===== config.mk =====
export PLATFORM = sky130hd
export DESIGN_NAME = wave_seq_ctrl
export DESIGN_NICKNAME = d
export VERILOG_FILES = /design/src/rtl/wave_seq_ctrl.sv
export SDC_FILE = /design/constraint.sdc
export NUM_CORES = 1
export LEC_CHECK = 0
export CORE_UTILIZATION = 47
export CTS_BUF_LIST = sky130_fd_sc_hd__clkbuf_16
export DETAILED_ROUTE_END_ITERATION = 8
export GPL_TIMING_DRIVEN = 0
export PLACE_DENSITY = 0.73
export SLEW_MARGIN = 20
export SYNTH_ARGS = -nofsm -noshare
export SYNTH_HDL_FRONTEND = slang
export SYNTH_SLANG_ARGS = --single-unit

===== constraint.sdc =====
create_clock -name clk -period 2.1 [get_ports clk]
set_input_delay 0.63 -clock clk [delete_from_list [all_inputs] [get_ports clk]]
set_output_delay 0.63 -clock clk [all_outputs]
set_load 0.03 [all_outputs]

===== src/rtl/wave_seq_ctrl.sv =====
// wave_seq_ctrl: walks ROM sample address across a latched symbol sequence; define WAVE_SEQ_GAP_EN for idle gaps between symbols
module wave_seq_ctrl #(
    parameter int SAMPLES = 2498,
    parameter int SYMS = 8,
    parameter int REP_W = 8,
    parameter int GAP = 16
) (
    input  logic                        clk,
    input  logic                        rst,
    input  logic                        start,
    input  logic                        abort,
    input  logic [SYMS-1:0]             seq_in,
    input  logic [REP_W-1:0]            reps_in,
    output logic                        busy,
    output logic                        done,
    output logic                        sample_en,
    output logic [$clog2(SAMPLES)-1:0]  addr,
    output logic                        sym_sel,
    output logic [$clog2(SYMS)-1:0]     sym_idx,
    output logic                        frame_start
);
    localparam int AW = $clog2(SAMPLES);
    localparam int SW = $clog2(SYMS);
    localparam logic [AW-1:0] ADDR_LAST = AW'(SAMPLES - 1);
    localparam logic [SW-1:0] SYM_LAST = SW'(SYMS - 1);
`ifdef WAVE_SEQ_GAP_EN
    localparam int GW = (GAP > 1) ? $clog2(GAP) : 1;
    localparam logic [GW-1:0] GAP_LAST = GW'(GAP - 1);
    typedef enum logic [1:0] {S_IDLE, S_RUN, S_DONE, S_GAP} state_t;
    logic [GW-1:0] gap_cnt;
`else
    typedef enum logic [1:0] {S_IDLE, S_RUN, S_DONE} state_t;
`endif
    state_t state;
    logic armed;
    logic [SYMS-1:0] seq;
    logic [REP_W-1:0] reps;
    logic [REP_W-1:0] rep_cnt;
    logic last_sample;
    logic last_sym;
    logic finish;
    logic [SW-1:0] nxt_sym;
    logic [REP_W-1:0] nxt_rep;
    always_comb begin
        last_sample = addr == ADDR_LAST;
        last_sym = sym_idx == SYM_LAST;
        finish = last_sample && last_sym && !(reps == '0 || rep_cnt < reps);
        nxt_sym = last_sym ? '0 : sym_idx + SW'(1);
        nxt_rep = !last_sym ? rep_cnt : (rep_cnt == '1) ? rep_cnt : rep_cnt + REP_W'(1);
    end
    // armed holds the accepted start for one cycle so the first sample lands one cycle after acceptance
    always_ff @(posedge clk) begin
        if (rst) begin
            state <= S_IDLE;
            armed <= 1'b0;
            seq <= '0;
            reps <= '0;
            rep_cnt <= '0;
            busy <= 1'b0;
            done <= 1'b0;
            sample_en <= 1'b0;
            addr <= '0;
            sym_sel <= 1'b0;
            sym_idx <= '0;
            frame_start <= 1'b0;
`ifdef WAVE_SEQ_GAP_EN
            gap_cnt <= '0;
`endif
        end else begin
            done <= 1'b0;
            frame_start <= 1'b0;
            case (state)
                S_IDLE: begin
                    if (abort) begin
                        armed <= 1'b0;
                    end else if (armed) begin
                        armed <= 1'b0;
                        state <= S_RUN;
                        busy <= 1'b1;
                        sample_en <= 1'b1;
                        frame_start <= 1'b1;
                        addr <= '0;
                        sym_idx <= '0;
                        sym_sel <= seq[0];
                        rep_cnt <= REP_W'(1);
                    end else if (start) begin
                        seq <= seq_in;
                        reps <= reps_in;
                        armed <= 1'b1;
                    end
                end
                S_RUN: begin
                    if (abort) begin
                        state <= S_IDLE;
                        busy <= 1'b0;
                        sample_en <= 1'b0;
                        addr <= '0;
                        sym_idx <= '0;
                        sym_sel <= 1'b0;
                    end else if (!last_sample) begin
                        addr <= addr + AW'(1);
                    end else if (finish) begin
                        state <= S_DONE;
                        done <= 1'b1;
                        busy <= 1'b0;
                        sample_en <= 1'b0;
                        addr <= '0;
                        sym_idx <= '0;
                        sym_sel <= 1'b0;
                    end else begin
                        addr <= '0;
                        sym_idx <= nxt_sym;
                        rep_cnt <= nxt_rep;
`ifdef WAVE_SEQ_GAP_EN
                        if (GAP > 0) begin
                            state <= S_GAP;
                            gap_cnt <= '0;
                            sample_en <= 1'b0;
                            sym_sel <= 1'b0;
                        end else begin
                            frame_start <= 1'b1;
                            sym_sel <= seq[nxt_sym];
                        end
`else
                        frame_start <= 1'b1;
                        sym_sel <= seq[nxt_sym];
`endif
                    end
                end
`ifdef WAVE_SEQ_GAP_EN
                S_GAP: begin
                    if (abort) begin
                        state <= S_IDLE;
                        busy <= 1'b0;
                        sym_idx <= '0;
                    end else if (gap_cnt == GAP_LAST) begin
                        state <= S_RUN;
                        sample_en <= 1'b1;
                        frame_start <= 1'b1;
                        sym_sel <= seq[sym_idx];
                    end else begin
                        gap_cnt <= gap_cnt + GW'(1);
                    end
                end
`endif
                S_DONE: state <= S_IDLE;
                default: state <= S_IDLE;
            endcase
        end
    end
endmodule


* Word level (Yosys, flattened, before mapping)
Cells that the tools add are included.
** Storage, ports and cells
- Output and inout port bits :: 20
- Input bits :: 20
- Word-level logic and storage cells :: 97
- Bits in registers :: 46
** Operators by class
- $add $sub $neg :: 3
- Order comparisons :: 2
- Eq/ne operators :: 13
- Mux-type cells :: 50
- Bitwise gates (word level) :: 4
- Reductions and logical operators :: 14
** Operator list (count)
- 2-to-1 mux 8 bit :: 7
- 2-to-1 mux 12 bit :: 4
- case mux 12 bit (2 select lines) :: 1
- 2-to-1 mux 1 bit :: 20
- 2-to-1 mux 3 bit :: 6
- case mux 8 bit (2 select lines) :: 1
- inequality test 2 bit (second input constant) :: 7
- adder 12 x 1 -> 12 bit (second input constant) :: 1
- == test 12 bit (second input constant) :: 1
- AND reduction 4 bit :: 3
- 2-to-1 mux 2 bit :: 5
- adder 8 x 1 -> 8 bit (second input constant) :: 1
- == test 8 bit (second input constant) :: 1
- zero test 8 bit :: 1
- less-than comparator 8 bit :: 1
- AND reduction 8 bit :: 1
- inequality test 3 bit (second input constant) :: 2
- case mux 1 bit (2 select lines) :: 3
- case mux 3 bit (2 select lines) :: 1
- AND reduction 5 bit :: 1
- less-than comparator 3 x 4 -> 1 bit (second input constant) :: 1
- inverter 1 bit :: 4
- case mux 2 bit (2 select lines) :: 1
- OR reduction 4 bit :: 1
- other kinds (10) :: 11

* Depth between registers and ports, before layout
- Depth after elaboration :: 8
- Mapped depth :: 9
- Gate-level depth less buffers :: 8

* Worst setup path before layout
OpenSTA, ideal clock, no wires.
- Path type :: register to register
- From :: register addr[0]
- To :: register rep_cnt[7]
- Arrival time :: 2.338 ns
- Buffers on the path :: 1
- Period minus slack after synthesis :: 2.408 ns
- Required time :: 2.030 ns
- Path slack :: -0.308 ns
- Library setup time :: 0.070 ns
- Cell stages (with the launch flop) :: 9
- Path through :: dfxtp_1 ha_1 nor4b_1 and3_1 clkbuf_1 nand3_1 o311a_1 or4_1 a21oi_1
** On the way
- Word-level cells in the longest chain between the ends :: 5
- Elaborated cells between the ends (all ways) :: 6
- Classes of those cells :: 3 x eq/ne; 3 x reduce/logical
** Ends and longest elaborated chain
- start, declared :: RTL line 17 : output logic [$clog2(SAMPLES)-1:0] addr,
- start signal, assigned :: RTL line 101 : addr <= addr + AW'(1);
- == test 12 bit (*) :: RTL line 45 : last_sample = addr == ADDR_LAST;
- logical AND 1 bit (2 in series) :: RTL line 47 : finish = last_sample && last_sym && !(reps == '0 || rep_cnt < reps);
- inequality test 2 bit (no source line)
- AND reduction 8 bit (no source line) (*)
- end signal, assigned :: RTL line 113 : rep_cnt <= nxt_rep;
- end, declared :: RTL line 38 : logic [REP_W-1:0] rep_cnt;
Mark *: on every way between the ends. The rest lies on a longest branch, timed or not.
A chain may end at the register's enable or synchronous reset.

* Worst setup path in the final report
- From :: register addr[9]
- To :: register rep_cnt[2]
Same word-level chain as after synthesis.

==> reports/summary.txt <==
Setup Skew - 0.00579 ns
clk_lat worst skew - 0.29 ns
CP Capture Type - register
hold path startpoint - seq[3]
first-pass GRT wire length - 9390 µm
Post-Place Cells - 363
maxcap violations - 0
Starting Density - 0.506
gr usage total - 0.234
Nets - 359
Seq pwr share - 0.476
Psw - 472 µW
Hold WS - 0.459 ns
Final Max Tran Viols - 0
Die H - 71.7 µm
final setup fails - 3
Area contributors post-synth - dfxtp_1 40%, nand2_1 7.4%, a21oi_1 7.2%
Clock Tree Buf Depth - 2
reg2reg start - addr[9]
Post-DP Area - 2750 µm²
synthesized cell area - 2280 µm²
finished layout cell area - 3160 µm²
total grt overflow - 0
most frequent cells in the layout - 45 x nand2_1, 35 x dfxtp_1, 32 x clkdlybuf4s50_1
post-synthesis xor/xnor area fraction - 0.0346
CP startpoint kind - register
clk slew on worst S/H paths - 0.07 ns
post-detail-place hpwl - 3630 µm
post-synth top area share - 0.404
part of the cycle the worst path needs - 1.05
WL/cell - 15.4 µm
mux contribution to synthesized area - 0.0378
Synth Area in Compound Gates - 0.135
Comb power frac - 0.119
HP Class - register to register
#FFs+latches synth - 46
simple-gate area share of the yosys netlist - 0.283
VDD IR max - 0.446 mV
Tmin final - 2.20 ns
vias in the first global route - 2013
setup ws final - -0.0968 ns
initial antenna violation count - 0
Die ar. - 5140 µm²
outcome - complete, but fails checks
WP data required - 2.33 ns
Yosys Warn Count - 0
via/cell ratio - 5.77
Non-Filler Instances - 380
RSZ-0062 raised after global routing - yes
Crit Path Class - register to register
CTS root buffer - clkbuf_16
endpoints failing hold - 0
DR vias - 2193
post-route ant nets - 0
# port buffers - 39
Layout Area Growth over Synthesis - 38.4%
top_reg_cell synth - dfxtp_1
num rows - 24
Syn Area/Cell - 8.39 µm²
CTS tree - built
leading cell type in the layout, fill and taps excluded - nand2_1
fraction of layout cells with a size suffix above 1 - 0.195
IO Count - 40
largest net degree at the start of global routing - 15
synth unique cells - 43
EDFF count, synth - 0
final setup TNS - -0.182 ns
Horiz. Die Dim - 71.7 µm
sw frac - 0.247
FMAX - 455 MHz
Slew HR - 0.383
number of buffers created by CTS - 5
Pre-Repair DR Iteration Count - 4
initial detailed-routing violation count - 300
final wirelength - 5860 µm
Synth Area in Adders - 0.0658
crit-path max FO - 6
GPL Wtd Cong - 0.877
sequential area share after synthesis - 0.404
P_leak - 1.17 nW
H-tree Lvls - 2
clock sinks - 46
main combinational cell family by area after synthesis - simple AND/OR/NAND/NOR gates
clock share of power - 0.405
Least-Margin Pin Slew - 0.918 ns
Post-CTS Hold Buffers - 0
Synth async-reset ratio - 0
Pint - 1.44 mW
core area - 4500 µm²
CP Data Arrival Time - 2.43 ns
DRC viols - 0
Post-Synthesis Cells - 272
syn_nets - 304
Power per Cell Area - 605 nW/µm²
most area-hungry cell type in the Yosys netlist - dfxtp_1
worst setup path startpoint - addr[9]
# diodes - 0
failing checks - setup timing
## area by class of cell
type,instances,area (µm²)
inverter,11,41.3
sequential,46,937
buffer,10,48.8
clock inverter,3,16.3
tap,52,65.1
timing repair buffer,50,475
multi-input combinational,203,1450
clock buffer,5,125
fill,364,1350
## power by group through the flow
stage | clock network (mW) | logic [mW] | registers (mW)
after global placement | 0 | 0.186 | 0.928
after detailed placement | 0 | 0.187 | 0.929
after CTS | 0.788 | 0.217 | 0.908
after floorplan | 0 | 0.111 | 0.931
final | 0.774 | 0.227 | 0.909
after global routing | 0.817 | 0.249 | 0.912
## logic make-up (layout without fill, tap and decap cells)
family | Yosys count | in the layout
fa+ha+maj | 12 | 12
flops | 46 | 46
mux | 6 | 6
compound gates | 51 | 51
buf+inv | 23 | 79
simple gates | 125 | 125
xor+xnor | 9 | 9
## worst max-delay path, cell delays in order, from the launching register on
cell	delay, ns
dfxtp_1	0.37
nor4b_1	0.40
and3_4	0.27
nand3_4	0.09
o311a_1	0.41
buf_6	0.15
or3_4	0.32
a21oi_2	0.12
## final timing paths
kind	cells after the start	slack [ns]	end
min	2	0.46	seq[3]
max	7	-0.1	rep_cnt[2]
min reg2reg	2	0.46	seq[3]
max reg2reg	7	-0.1	rep_cnt[2]
## through the flow
| stage | power, mW | util | setup WS, ns |
|---|---|---|---|
| floorplan | 1.04 | - | -0.0541 |
| detailed placement | 1.12 | 0.611 | -0.645 |
| global placement | 1.11 | 0.611 | -0.605 |
| CTS | 1.91 | 0.682 | -0.0264 |
| global route | 1.98 | 0.701 | -0.159 |
| finish | 1.91 | 0.701 | -0.0968 |
## Yosys cell counts, types with 2 or more instances
library cell  instances
nor2_1               17
nor4_1                3
ha_1                 12
nor4b_1               2
or4_4                 2
o21ai_0               5
mux2i_1               3
nand3_1               9
nand2b_1              3
xor2_1                8
nand2_1              45
and2_1                3
or3_1                 7
and4_1                3
and3_1                7
clkbuf_1             11
dfxtp_1              46
mux4_2                2
nor3_1                5
nand4_1              13
o21ai_1               2
inv_1                11
a21oi_1              33
## state kept, by name, indices dropped and copies added, names as in the netlist
signal and cells:
rep_cnt 8, state 2, sample_en 1, sym_idx 3, sym_sel 1, reps 8, seq 8, armed 1
frame_start 1, done 1, addr 12
## repair_timing
action | CTS | global route
endpoints found under the setup margin | 38 | 39
pin swaps | 10 | 9
resized for setup | 31 | 22
buffers inserted | 8 | 3
## routing by layer
metal	global-route usage	part of all wire	vias to the layer above
li1	-	-	1079
met1	0.315	0.45	1013
met2	0.371	0.46	86
met3	0.0464	0.066	15
met4	0.0937	0.020	0
met5	0	0	-
(Power assumes the default switching activity.)
